<file path="src/rtl/i2s_clk_gen_if.sv">
// Bus between the I2S clock generator and its consumers: run enable in,
// serial clocks, strobes and the current frame position out.
interface i2s_clk_gen_if #(
   parameter int DW    = 24,
   parameter int SLOTS = 2
);
   localparam int SW = $clog2(SLOTS);
   localparam int BW = $clog2(DW);

   logic          en;
   logic          sclk;
   logic          lrclk;
   logic          fall_stb;
   logic          rise_stb;
   logic          frame_stb;
   logic [SW-1:0] slot_idx;
   logic [BW-1:0] bit_idx;

   // Generator side: consumes the enable, drives every timing signal.
   modport master (
      input  en,
      output sclk, lrclk, fall_stb, rise_stb, frame_stb, slot_idx, bit_idx
   );

   // Consumer side: drives the enable, observes the timing signals.
   modport slave (
      output en,
      input  sclk, lrclk, fall_stb, rise_stb, frame_stb, slot_idx, bit_idx
   );
endinterface

</file>
<file path="src/rtl/i2s_clk_gen.sv">
// I2S / left-justified / DSP-TDM bit and frame clock generator.
// A divider toggles sclk every SCLK_DIV clk cycles; the frame position
// (slot_idx, bit_idx) advances on every sclk fall and lrclk is recomputed
// from the position just entered. All outputs come straight from flops.
module i2s_clk_gen #(
   parameter int DW       = 24,
   parameter int SLOTS    = 2,
   parameter int SCLK_DIV = 4,
   parameter int MODE     = 0
) (
   input  logic          clk,
   input  logic          rst_n,
   i2s_clk_gen_if.master bus
);
   localparam int SW    = $clog2(SLOTS);
   localparam int BW    = $clog2(DW);
   localparam int FRAME = SLOTS * DW;
   localparam int PW    = $clog2(FRAME + 1);
   localparam int DIVW  = (SCLK_DIV > 1) ? $clog2(SCLK_DIV) : 1;

   localparam logic [DIVW-1:0] DIV_LAST   = DIVW'(SCLK_DIV - 1);
   localparam logic [BW-1:0]   BIT_LAST   = BW'(DW - 1);
   localparam logic [SW-1:0]   SLOT_LAST  = SW'(SLOTS - 1);
   localparam logic [PW-1:0]   FRAME_LAST = PW'(FRAME - 1);
   localparam logic [PW-1:0]   HALF       = PW'(FRAME / 2);
   localparam logic [PW-1:0]   DW_P       = PW'(DW);
   localparam logic [1:0]      MODE_SEL   = 2'(MODE);
   // lrclk idles high for the stereo formats and low for pulse sync
   localparam logic            LR_RST     = (MODE == 2) ? 1'b0 : 1'b1;

   logic [DIVW-1:0] div_r;
   logic            sclk_r;
   logic            lrclk_r;
   logic            fall_stb_r;
   logic            rise_stb_r;
   logic            frame_stb_r;
   logic [SW-1:0]   slot_r;
   logic [BW-1:0]   bit_r;

   logic [BW-1:0]   nxt_bit_s;
   logic [SW-1:0]   nxt_slot_s;
   logic            wrap_s;
   logic [PW-1:0]   nxt_p_s;
   logic [PW-1:0]   p_inc_s;
   logic            lr_nxt_s;

   // Position the next sclk fall will enter, and the lrclk level there.
   always_comb begin
      nxt_bit_s  = bit_r;
      nxt_slot_s = slot_r;
      wrap_s     = 1'b0;
      p_inc_s    = {PW{1'b0}};
      lr_nxt_s   = lrclk_r;
      if (bit_r == BIT_LAST) begin
         nxt_bit_s = {BW{1'b0}};
         if (slot_r == SLOT_LAST) begin
            nxt_slot_s = {SW{1'b0}};
            wrap_s     = 1'b1;
         end else begin
            nxt_slot_s = slot_r + SW'(1);
         end
      end else begin
         nxt_bit_s = bit_r + BW'(1);
      end
      nxt_p_s = PW'(nxt_slot_s) * DW_P + PW'(nxt_bit_s);
      // I2S looks one bit ahead so word-select leads the MSB by one sclk
      if (nxt_p_s == FRAME_LAST) begin
         p_inc_s = {PW{1'b0}};
      end else begin
         p_inc_s = nxt_p_s + PW'(1);
      end
      case (MODE_SEL)
         2'd0:    lr_nxt_s = (p_inc_s >= HALF);
         2'd1:    lr_nxt_s = (nxt_p_s >= HALF);
         default: lr_nxt_s = (nxt_p_s == {PW{1'b0}});
      endcase
   end

   // Divider, sclk, strobes and frame position; idle parks at the last position.
   always_ff @(posedge clk or negedge rst_n) begin
      if (!rst_n) begin
         div_r       <= {DIVW{1'b0}};
         sclk_r      <= 1'b0;
         lrclk_r     <= LR_RST;
         fall_stb_r  <= 1'b0;
         rise_stb_r  <= 1'b0;
         frame_stb_r <= 1'b0;
         slot_r      <= SLOT_LAST;
         bit_r       <= BIT_LAST;
      end else if (!bus.en) begin
         div_r       <= {DIVW{1'b0}};
         sclk_r      <= 1'b0;
         lrclk_r     <= LR_RST;
         fall_stb_r  <= 1'b0;
         rise_stb_r  <= 1'b0;
         frame_stb_r <= 1'b0;
         slot_r      <= SLOT_LAST;
         bit_r       <= BIT_LAST;
      end else begin
         fall_stb_r  <= 1'b0;
         rise_stb_r  <= 1'b0;
         frame_stb_r <= 1'b0;
         if (div_r == DIV_LAST) begin
            div_r  <= {DIVW{1'b0}};
            sclk_r <= ~sclk_r;
            if (sclk_r) begin
               fall_stb_r  <= 1'b1;
               frame_stb_r <= wrap_s;
               slot_r      <= nxt_slot_s;
               bit_r       <= nxt_bit_s;
               lrclk_r     <= lr_nxt_s;
            end else begin
               rise_stb_r  <= 1'b1;
            end
         end else begin
            div_r <= div_r + DIVW'(1);
         end
      end
   end

   assign bus.sclk      = sclk_r;
   assign bus.lrclk     = lrclk_r;
   assign bus.fall_stb  = fall_stb_r;
   assign bus.rise_stb  = rise_stb_r;
   assign bus.frame_stb = frame_stb_r;
   assign bus.slot_idx  = slot_r;
   assign bus.bit_idx   = bit_r;
endmodule

</file>
<file path="src/flat_wrapper.sv">
// flat-port wrapper written by rule: the top's interface ports become plain ports
module i2s_clk_gen_flat 
#(
   parameter int DW       = 24,
   parameter int SLOTS    = 2,
   parameter int SCLK_DIV = 4,
   parameter int MODE     = 0
)
  (clk, rst_n, bus_en, bus_sclk, bus_lrclk, bus_fall_stb, bus_rise_stb, bus_frame_stb, bus_slot_idx, bus_bit_idx);
  i2s_clk_gen_if #(.DW(DW), .SLOTS(SLOTS)) bus_i ();
  input  logic clk;
  input  logic rst_n;
  input wire logic [$bits(bus_i.en)-1:0] bus_en;
  output wire logic [$bits(bus_i.sclk)-1:0] bus_sclk;
  output wire logic [$bits(bus_i.lrclk)-1:0] bus_lrclk;
  output wire logic [$bits(bus_i.fall_stb)-1:0] bus_fall_stb;
  output wire logic [$bits(bus_i.rise_stb)-1:0] bus_rise_stb;
  output wire logic [$bits(bus_i.frame_stb)-1:0] bus_frame_stb;
  output wire logic [$bits(bus_i.slot_idx)-1:0] bus_slot_idx;
  output wire logic [$bits(bus_i.bit_idx)-1:0] bus_bit_idx;
  assign bus_i.en = bus_en;
  assign bus_sclk = bus_i.sclk;
  assign bus_lrclk = bus_i.lrclk;
  assign bus_fall_stb = bus_i.fall_stb;
  assign bus_rise_stb = bus_i.rise_stb;
  assign bus_frame_stb = bus_i.frame_stb;
  assign bus_slot_idx = bus_i.slot_idx;
  assign bus_bit_idx = bus_i.bit_idx;
  i2s_clk_gen #(.DW(DW), .SLOTS(SLOTS), .SCLK_DIV(SCLK_DIV), .MODE(MODE)) u_core (.clk(clk), .rst_n(rst_n), .bus(bus_i));
endmodule
</file>
<file path="config.mk">
export PLATFORM = sky130hd
export DESIGN_NAME = i2s_clk_gen_flat
export DESIGN_NICKNAME = d
export VERILOG_FILES = /design/src/rtl/i2s_clk_gen_if.sv /design/src/rtl/i2s_clk_gen.sv /design/src/flat_wrapper.sv
export SDC_FILE = /design/constraint.sdc
export NUM_CORES = 1
export LEC_CHECK = 0
export BUFFER_PORTS_ARGS = -buffer_cell sky130_fd_sc_hd__buf_2
export CORE_MARGIN = 5
export CORE_UTILIZATION = 50
export DETAILED_ROUTE_END_ITERATION = 10
export PLACE_DENSITY_LB_ADDON = 0.12
export RECOVER_POWER = 50
export SYNTH_ARGS = -nofsm -noshare
export SYNTH_HDL_FRONTEND = slang
export SYNTH_SLANG_ARGS = --single-unit
</file>
<file path="constraint.sdc">
create_clock -name clk -period 3.6 [get_ports clk]
set_clock_uncertainty 0.15 [all_clocks]
set_input_delay 0.72 -clock clk [delete_from_list [all_inputs] [get_ports clk]]
set_output_delay 0.72 -clock clk [all_outputs]
set_load 0.01 [all_outputs]
</file>
# --- After elaboration in Yosys (flattened, before gate mapping) ---
# Cells that the tools add are included.
word_totals:
  out_inout_bits: 11
  inputBits: 3
  word_cells: 50
  register_bits: 13
op_classes:
  reduce_logical: 1
  n_bitwise: 1
  n_mul: 1
  add_sub_neg: 5
  n_mux: 28
  order_cmp: 1
  eq_ne: 5
op_table:
  columns: ["op", "n"]
  rows:
  - ["1-bit two-way mux", 21]
  - ["5-bit two-way mux", 4]
  - ["6-bit by 1-bit adder with 6-bit output (second input constant)", 1]
  - ["6-bit by 5-bit adder with 6-bit output", 1]
  - ["6-bit == test (second input constant)", 1]
  - ["6-bit by 5-bit greater-or-equal comparator with 1-bit output (second input constant)", 1]
  - ["6-bit two-way mux", 1]
  - ["5-bit by 1-bit adder with 5-bit output (second input constant)", 1]
  - ["5-bit == test (second input constant)", 1]
  - ["2-bit two-way mux", 2]
  - ["2-bit by 1-bit != test with 1-bit output (second input constant)", 2]
  - ["1-bit by 2-bit multiplier with 3-bit output (second input constant)", 1]
  - ["2-bit by 1-bit adder with 2-bit output (second input constant)", 1]
  - ["2-bit == test (second input constant)", 1]
  - ["2-bit AND reduction", 1]
  - ["1-bit adder (second input constant)", 1]
  - ["1-bit NOT", 1]

# --- Depth between registers and ports, before layout ---
# Gate-level depths: netlist of run 1.
logic_depth:
  ltp_word: 11
  ltp_mapped: 11

# --- Worst setup path before layout of run 1 ---
# Ideal clock, no wire load.
synth_path:
  path_type: "register to register"
  start: "reg u_core.bit_r[0] (netlist: u_core.bus.bit_idx[0])"
  end: "reg u_core.lrclk_r (netlist: u_core.bus.lrclk)"
  period_less_slack_ps: 2763
  setup_time_ps: 93
  t_arrival_ps: 2521
  required_time_ps: 3357
  setup_slack_ps: 837
  path_stages_with_launch: 12
  cell_sequence: "dfstp_2 -> ha_1 -> nand2_1 -> nor3b_2 -> ha_1 -> ha_1 -> inv_1 -> fa_1 -> nor3_1 -> a21oi_1 -> o22ai_1 -> a22oi_1"
synth_via:
  elab_chain_len: 10
  elab_cells_between_ends: 13
  cone_classes: "add/sub (3); mul (1); order compare (1); eq/ne (2); mux (6)"
synth_lines:
  columns: ["item", "line", "source"]
  rows:
  - ["start: declaration", "i2s_clk_gen.sv:38", "logic [BW-1:0] bit_r;"]
  - ["start signal: assignment", "i2s_clk_gen.sv:110", "bit_r <= nxt_bit_s;"]
  - ["5-bit == test", "i2s_clk_gen.sv:54", "if (bit_r == BIT_LAST) begin"]
  - ["1-bit two-way mux", "i2s_clk_gen.sv:54", null]
  - ["1-bit by 2-bit multiplier with 3-bit output", "i2s_clk_gen.sv:65", "nxt_p_s = PW'(nxt_slot_s) * DW_P + PW'(nxt_bit_s);"]
  - ["6-bit by 5-bit adder with 6-bit output (*)", "i2s_clk_gen.sv:65", null]
  - ["6-bit by 1-bit adder with 6-bit output / 6-bit == test (equally long branches)", "i2s_clk_gen.sv:70, i2s_clk_gen.sv:67", null]
  - ["6-bit two-way mux (*)", "i2s_clk_gen.sv:67", "if (nxt_p_s == FRAME_LAST) begin"]
  - ["6-bit by 5-bit greater-or-equal comparator with 1-bit output (*)", "i2s_clk_gen.sv:73", "2'd0: lr_nxt_s = (p_inc_s >= HALF);"]
  - ["1-bit two-way mux (*)", "i2s_clk_gen.sv:106", "if (sclk_r) begin"]
  - ["1-bit two-way mux (*)", "i2s_clk_gen.sv:103", "if (div_r == DIV_LAST) begin"]
  - ["1-bit two-way mux (*)", "i2s_clk_gen.sv:90", "end else if (!bus.en) begin"]
  - ["end signal: assignment", "i2s_clk_gen.sv:111", "lrclk_r <= lr_nxt_s;"]
  - ["end: declaration", "i2s_clk_gen.sv:33", "logic lrclk_r;"]
# Every way passes the cells marked *; elsewhere a longest branch is shown, timed or not. The select of a mux whose other input is x is not followed.
# A chain may end at the register's enable or synchronous reset.

# --- Final worst setup path of run 1 ---
# Same ends and word-level chain as after synthesis.

==> results of run 1 <==
[routing by layer]
metal  vias to the layer above  routed length (um)
met2                        17                 624
li1                        256                   -
met5                         -                   0
met1                       258                 576
met3                         7                  70
met4                         0                  54
[layout by cell type, fill, tap and decap left out, types with 2 or more instances in the layout]
cell / netlist / routed
nor3b_1: 2 / 2
dfrtp_1: 7 / 7
xor2_1: 3 / 3
and2_1: 4 / 3
ha_1: 5 / 5
inv_1: 3 / 3
buf_2: 0 / 12
nand2_1: 9 / 9
clkbuf_4: 0 / 3
a21oi_1: 4 / 4
dfstp_2: 6 / 6
o211ai_1: 4 / 4
[report_power, final]
group          internal (mW)  switching (mW)  leakage [nW]
combinational        0.00891          0.0139         0.213
clock                 0.0413          0.0533        0.0177
sequential             0.151         0.00296         0.158
total                  0.201          0.0702         0.389
[layout make-up]
cell class / count / area, um^2
well taps: 15 / 18.77
clock inverters: 1 / 5.005
repair buffers: 13 / 63.81
clock buffers: 3 / 22.52
multi-input cells: 46 / 344.1
flip-flops and latches: 13 / 332.8
fillers: 117 / 503.0
inverters: 3 / 11.26
[state kept, by name, indices dropped and copies added, names as in the netlist]
register and count:
u_core.bus.frame_stb 1, u_core.bus.bit_idx 5, u_core.bus.lrclk 1, u_core.bus.fall_stb 1
u_core.bus.rise_stb 1, u_core.bus.sclk 1, u_core.bus.slot_idx 1, u_core.div_r 2
[cells by family after synthesis]
| kind of cell | Yosys count |
|---|---|
| AND/OR/NAND/NOR | 23 |
| AO/OA/AOI/OAI | 13 |
| flip-flops | 13 |
| adder cells (fa/ha/maj) | 6 |
| XOR/XNOR | 4 |
| buffers and inverters | 4 |
[worst max-delay path: stages, from the launching register on]
cell and delay [ns]:
dfstp_2 0.60, ha_1 0.25, nand2_1 0.12, nor3b_2 0.25, ha_1 0.28, ha_1 0.18
inv_1 0.06, fa_1 0.47, nor3_1 0.22, a21oi_1 0.11, a22oi_1 0.17
[final timing paths]
kind	endpoint	depth (start not counted)
min in group clk	u_core.div_r[0]	1
min	u_core.bus.frame_stb	1
min reg2reg	u_core.div_r[0]	1
max in group asynchronous	u_core.bus.sclk	1
max	u_core.bus.lrclk	10
max reg2reg	u_core.bus.lrclk	10
[metrics by stage]
stage               total power [mW]  std cells
CTS                           0.2721         94
detailed placement            0.1803         90
floorplan                     0.1711         63
global route                  0.2862         94
global placement              0.1798         90
finish                        0.2716         94
==> results.md, run 1 <==
* Required time of the critical path at 3.66 ns
* Status: finished clean
* CTS Hold Bufs at 0
* Syn Area/Cell at 10.98 um^2
* Crit path launch: u_core.bus.bit_idx[0]
* Initial DRC count at 7
* Adder-cell area share of the yosys netlist at 0.1193
* Core area at 1301 um^2
* Count of cell types in the netlist at 26
* Drt pass-1 iters at 4
* Least-Margin Pin Slew at roughly 0.67 ns
* Post-CTS setup buffer count at 0
* Post-Route WL at 1.326 mm
* Post-synthesis compound-gate area fraction at 0.1284
* Clock sinks at 13
* Worst R2R Setup Slack at about 0.67 ns
* TritonCTS Buffers at 3
* Max_cap viols at 0
* Starting Density at 0.5317
* Largest net degree at the start of global routing at 14
* Top_reg_cell synth: dfrtp_1
* Period utilization at 0.8151
* Worst min path class: primary input to async pin
* Setup ws final at ~0.67 ns
* Crit-path max FO at 7
* Clock transition at path regs at 0.09 ns
* DR DRC count at 0
* Setup_tns at 0 ns
* Clk_lat worst skew at ~0.28 ns
* Syn Inst Count at 63
* Most frequent cells after synthesis: nand2_1, dfrtp_1, dfstp_2, ha_1
* Vias at 538
* Die Ht at ~47 um
* Yosys warns at 0
* Slew margin rel. at 0.5542
* Mux contribution to synthesized area at 0
* PD cells at between 300 and 400 nW/um^2
* Pre-CTS WS at 0.6768 ns
* Simple-Gate Fraction of Synth Area at 0.1881
* Synth top area share at 0.2532
* Fmax at 0.3408 GHz
* Peak supply drop at between 0.3 and 0.4 mV
* Fraction of layout cells with a size suffix above 1 at 0.3038
* Antenna violations before repair at 0
* Largest family of logic cells by synthesized area: simple AND/OR/NAND/NOR gates
* Final setup violation count at 0
* CTS root buffer: clkbuf_4
* Static Leak at around 0.39 nW
* GR Util met1 at 0.1885
* Layout area overhead at 15.37%
* Buffers on Ports at 13
* Count leader, synth: nand2_1
* Die width at 47.20 um
* Synthesized cell area at 691.9 um^2
* Seq/Total Area, Yosys at 0.4810
* Post-CTS sizing at 0
* H-tree levels at 1
* Synth area leaders: dfrtp_1, dfstp_2, ha_1
* First-pass GRT wire length at 2.242 mm
* CP Capture Type: flip-flop
* Bufs on Longest Clock Path at 2
* HPWL Detailed at between 1 and 1.5 mm
* Ports at 14
* Post-synth EDFFs at 0
* FF+latch count, synth at 13
* Met3 GRT Util at 0.02682
* RSZ-0062 raised after global routing: false
* XOR/XNOR Fraction of Synth Area at 0.06148
* Worst Path Arrival at around 3.0 ns
* Crit start category: flip-flop
* Top Usage Layer GRT: met2
* Final hold slack at 0.2842 ns
* Leading area contributor after synthesis: dfrtp_1
* Total grt overflow at 0
* Antenna cell count at 0
* Post-DR wirelength/cell at about 14 um
* Crit path kind: flip-flop to flip-flop
* Design Area, Final at 798.3 um^2
* Crit path time final at between 2 and 3 ns
* Row count at 13
* Final hold violations at 0
* Syn nets at between 70 and 80
* Max-slew violations at 0
* Met2 GRT Util at 0.2222
* Total GRT Usage at 0.1465
* Share of flip-flops with an asynchronous set or reset at 1.000
* TritonCTS clock tree: done
* Antenna Violating Nets Remaining at 0
* Routability cong. at roughly 0.80
* Via density at between 5 and 6
* DIE AREA at ~2200 um^2
* Post-route core utilization at 0.6135
* Placed cell areas at just under 800 um^2
* Nets at 89
* Reg-to-Reg Start: u_core.bus.bit_idx[0]
* Vias in the first global route at 492
Note: power is estimated with default switching activity, not from simulation.
==> inputs of run 2 (changes only) <==
==> constraint.sdc (replaced) <==
create_clock -name clk -period 3 [get_ports clk]
set_clock_uncertainty 0.15 [all_clocks]
set_input_delay 0.6 -clock clk [delete_from_list [all_inputs] [get_ports clk]]
set_output_delay 0.6 -clock clk [all_outputs]
set_load 0.01 [all_outputs]
==> run 2 against run 1 <==
Compared with the run above:
- clock power grew 12%
- final cell count increased by 2.1%
- worst hold slack got worse by 0.10 ns
- critical endpoint unchanged
- largest cell class unchanged
==> results.md, run 2 (synthesis gave the netlist of run 1 again) <==
* Status: finished clean
* Crit-path slowest cell: dfstp_2
* TritonCTS clock tree: done
* Antenna Violating Nets Remaining at 0
* HPWL Detailed at 900.2 um
* Nets at 91
* Die width at roughly 47 um
* FF-to-FF path depth at 11
* Worst min path class: primary input to async pin
* Starting Density at 0.5317
* Vias in the first global route at 496
* DR DRC count at 0
* Initial DRC count at 7
* CP Buf/Inv Count at 1
* Fmax at 0.3579 GHz
* Crit start category: flip-flop
* Die Ht at 47.20 um
* Total GRT Usage at 0.1396
* Antenna violations before repair at 0
* Via density at 5.500
* Commonest cells after routing, fill and taps aside: buf_2, nand2_1, dfrtp_1, dfstp_2
* WP depth at 11
* CTS Hold Bufs at 0
* Antenna cell count at 0
* Period utilization at 0.9314
* CTS root buffer: clkbuf_4
* Pre-CTS WS at 0.08563 ns
* Max FFs per register at 5
* Clock transition at path regs at ~0.080 ns
* Max-slew violations at 0
* H-tree levels at 1
* Peak supply drop at 0.3597 mV
* Setup_tns at 0 ns
* Row count at 13
* Crit path time final at 2.794 ns
* Drt pass-1 iters at 4
* Bufs on Longest Clock Path at 2
* Fraction of layout cells with a size suffix above 1 at 0.3580
* Filler cells at roughly 110
* Buffers on Ports at 13
* Routability cong. at 0.8115
* Total grt overflow at 0
* Clk_lat worst skew at ~0.27 ns
* Final setup violation count at 0
* Worst Path Arrival at 2.84 ns
* Most used cell, CP: ha_1
* Largest net degree at the start of global routing at 14
* Slew margin rel. at 0.5460
* Clock sinks at 13
* Worst path max stage delay at about 0.59 ns
* Final hold slack at 0.1803 ns
* TritonCTS Buffers at 3
* Static Leak at 0.3993 nW
* DIE AREA at 2228 um^2
* Crit-path cells: ha_4 -> nand2_1 -> nor3b_2 -> ha_1 -> ha_1 -> inv_1 -> fa_2 -> nor3_2 -> a21oi_1 -> o22ai_1 -> a22oi_1
* Crit path kind: flip-flop to flip-flop
* First-pass GRT wire length at 2.104 mm
* Layout area overhead at 20.43%
* Max_cap viols at 0
* Final hold violations at 0
* Post-Route WL at 1.254 mm
* PD cells at about 380 nW/um^2
* Post-DR wirelength/cell at 13.06 um
* Least-Margin Pin Slew at 0.6810 ns
* CP Capture Type: flip-flop
* Ports at 14
* Core area at 1301 um^2
* Vias at 528
* Setup ws final at 0.2057 ns
* Crit-path leading delay family: adder cells
* Most common cell after layout, fill and taps aside: buf_2
* Required time of the critical path at 3.05 ns
* RSZ-0062 raised after global routing: false
* Crit-path max FO at 5
==> run 2: changes by cell type in the layout (fill, tap and decap cells not counted), sizes merged <==
cell	previous run	this run
buf	12	14
==> run 2: power by group <==
group / leakage [nW] / switching [mW] / internal (mW)
logic: 0.223 / 0.0174 / 0.0117
clock network: 0.0177 / 0.0570 / 0.0494
registers: 0.158 / 0.00352 / 0.181
total: 0.399 / 0.0780 / 0.243
==> run 2: final timing paths <==
path | startpoint | end | slack (ns)
max in group asynchronous | rst_n | u_core.div_r[0] | 2.09
hold / removal | rst_n | u_core.bus.fall_stb | 0.18
hold reg to reg | u_core.div_r[0] | u_core.div_r[0] | 0.30
min in group clk | u_core.div_r[0] | u_core.div_r[0] | 0.30
setup reg to reg | u_core.bus.bit_idx[1] | u_core.bus.lrclk | 0.21
setup / recovery | u_core.bus.bit_idx[1] | u_core.bus.lrclk | 0.21
==> run 2: metrics by stage <==
step | instance area (um^2) | instances | power [mW] | util
2_1_floorplan | 691.9 | 63 | 0.2054 | -
3_3_place_gp | 779.5 | 91 | 0.2163 | 0.5990
3_5_place_dp | 779.5 | 91 | 0.2170 | 0.5990
6_report | 833.3 | 96 | 0.3205 | 0.6404
5_1_grt | 833.3 | 96 | 0.3408 | 0.6404
4_1_cts | 807.0 | 95 | 0.3247 | 0.6202
==> run 2: timing repair <==
item,4_1_cts,5_1_grt
setup endpoints to repair,0,1
gates resized for setup,0,4
buffers inserted,0,1
==> run 2: area by class of cell <==
| class | instances | area, um^2 | share of cell area |
|---|---|---|---|
| multi-input cells | 46 | 364.1 | 0.4369 |
| flip-flops and latches | 13 | 332.8 | 0.3994 |
| repair buffers | 15 | 78.83 | 0.09459 |
| clock buffers | 3 | 22.52 | 0.02703 |
| well taps | 15 | 18.77 | 0.02252 |
| inverters | 3 | 11.26 | 0.01351 |
| clock inverters | 1 | 5.005 | 0.006006 |
==> run 2: layer usage <==
metal | vias to the layer above | GRT usage | routed length [um]
met5 | - | 0 | 0
met4 | 0 | 0.08287 | 22
met3 | 4 | 0.03831 | 83
met2 | 13 | 0.2114 | 570
met1 | 251 | 0.1769 | 577
li1 | 260 | - | -
==> run 2: worst register-to-register path: stages (launching register included) <==
cell	delay, ns
dfstp_2	0.59
ha_4	0.17
nand2_1	0.09
nor3b_2	0.23
ha_1	0.28
ha_1	0.18
inv_1	0.06
fa_2	0.47
nor3_2	0.21
a21oi_1	0.06
o22ai_1	0.13
a22oi_1	0.08
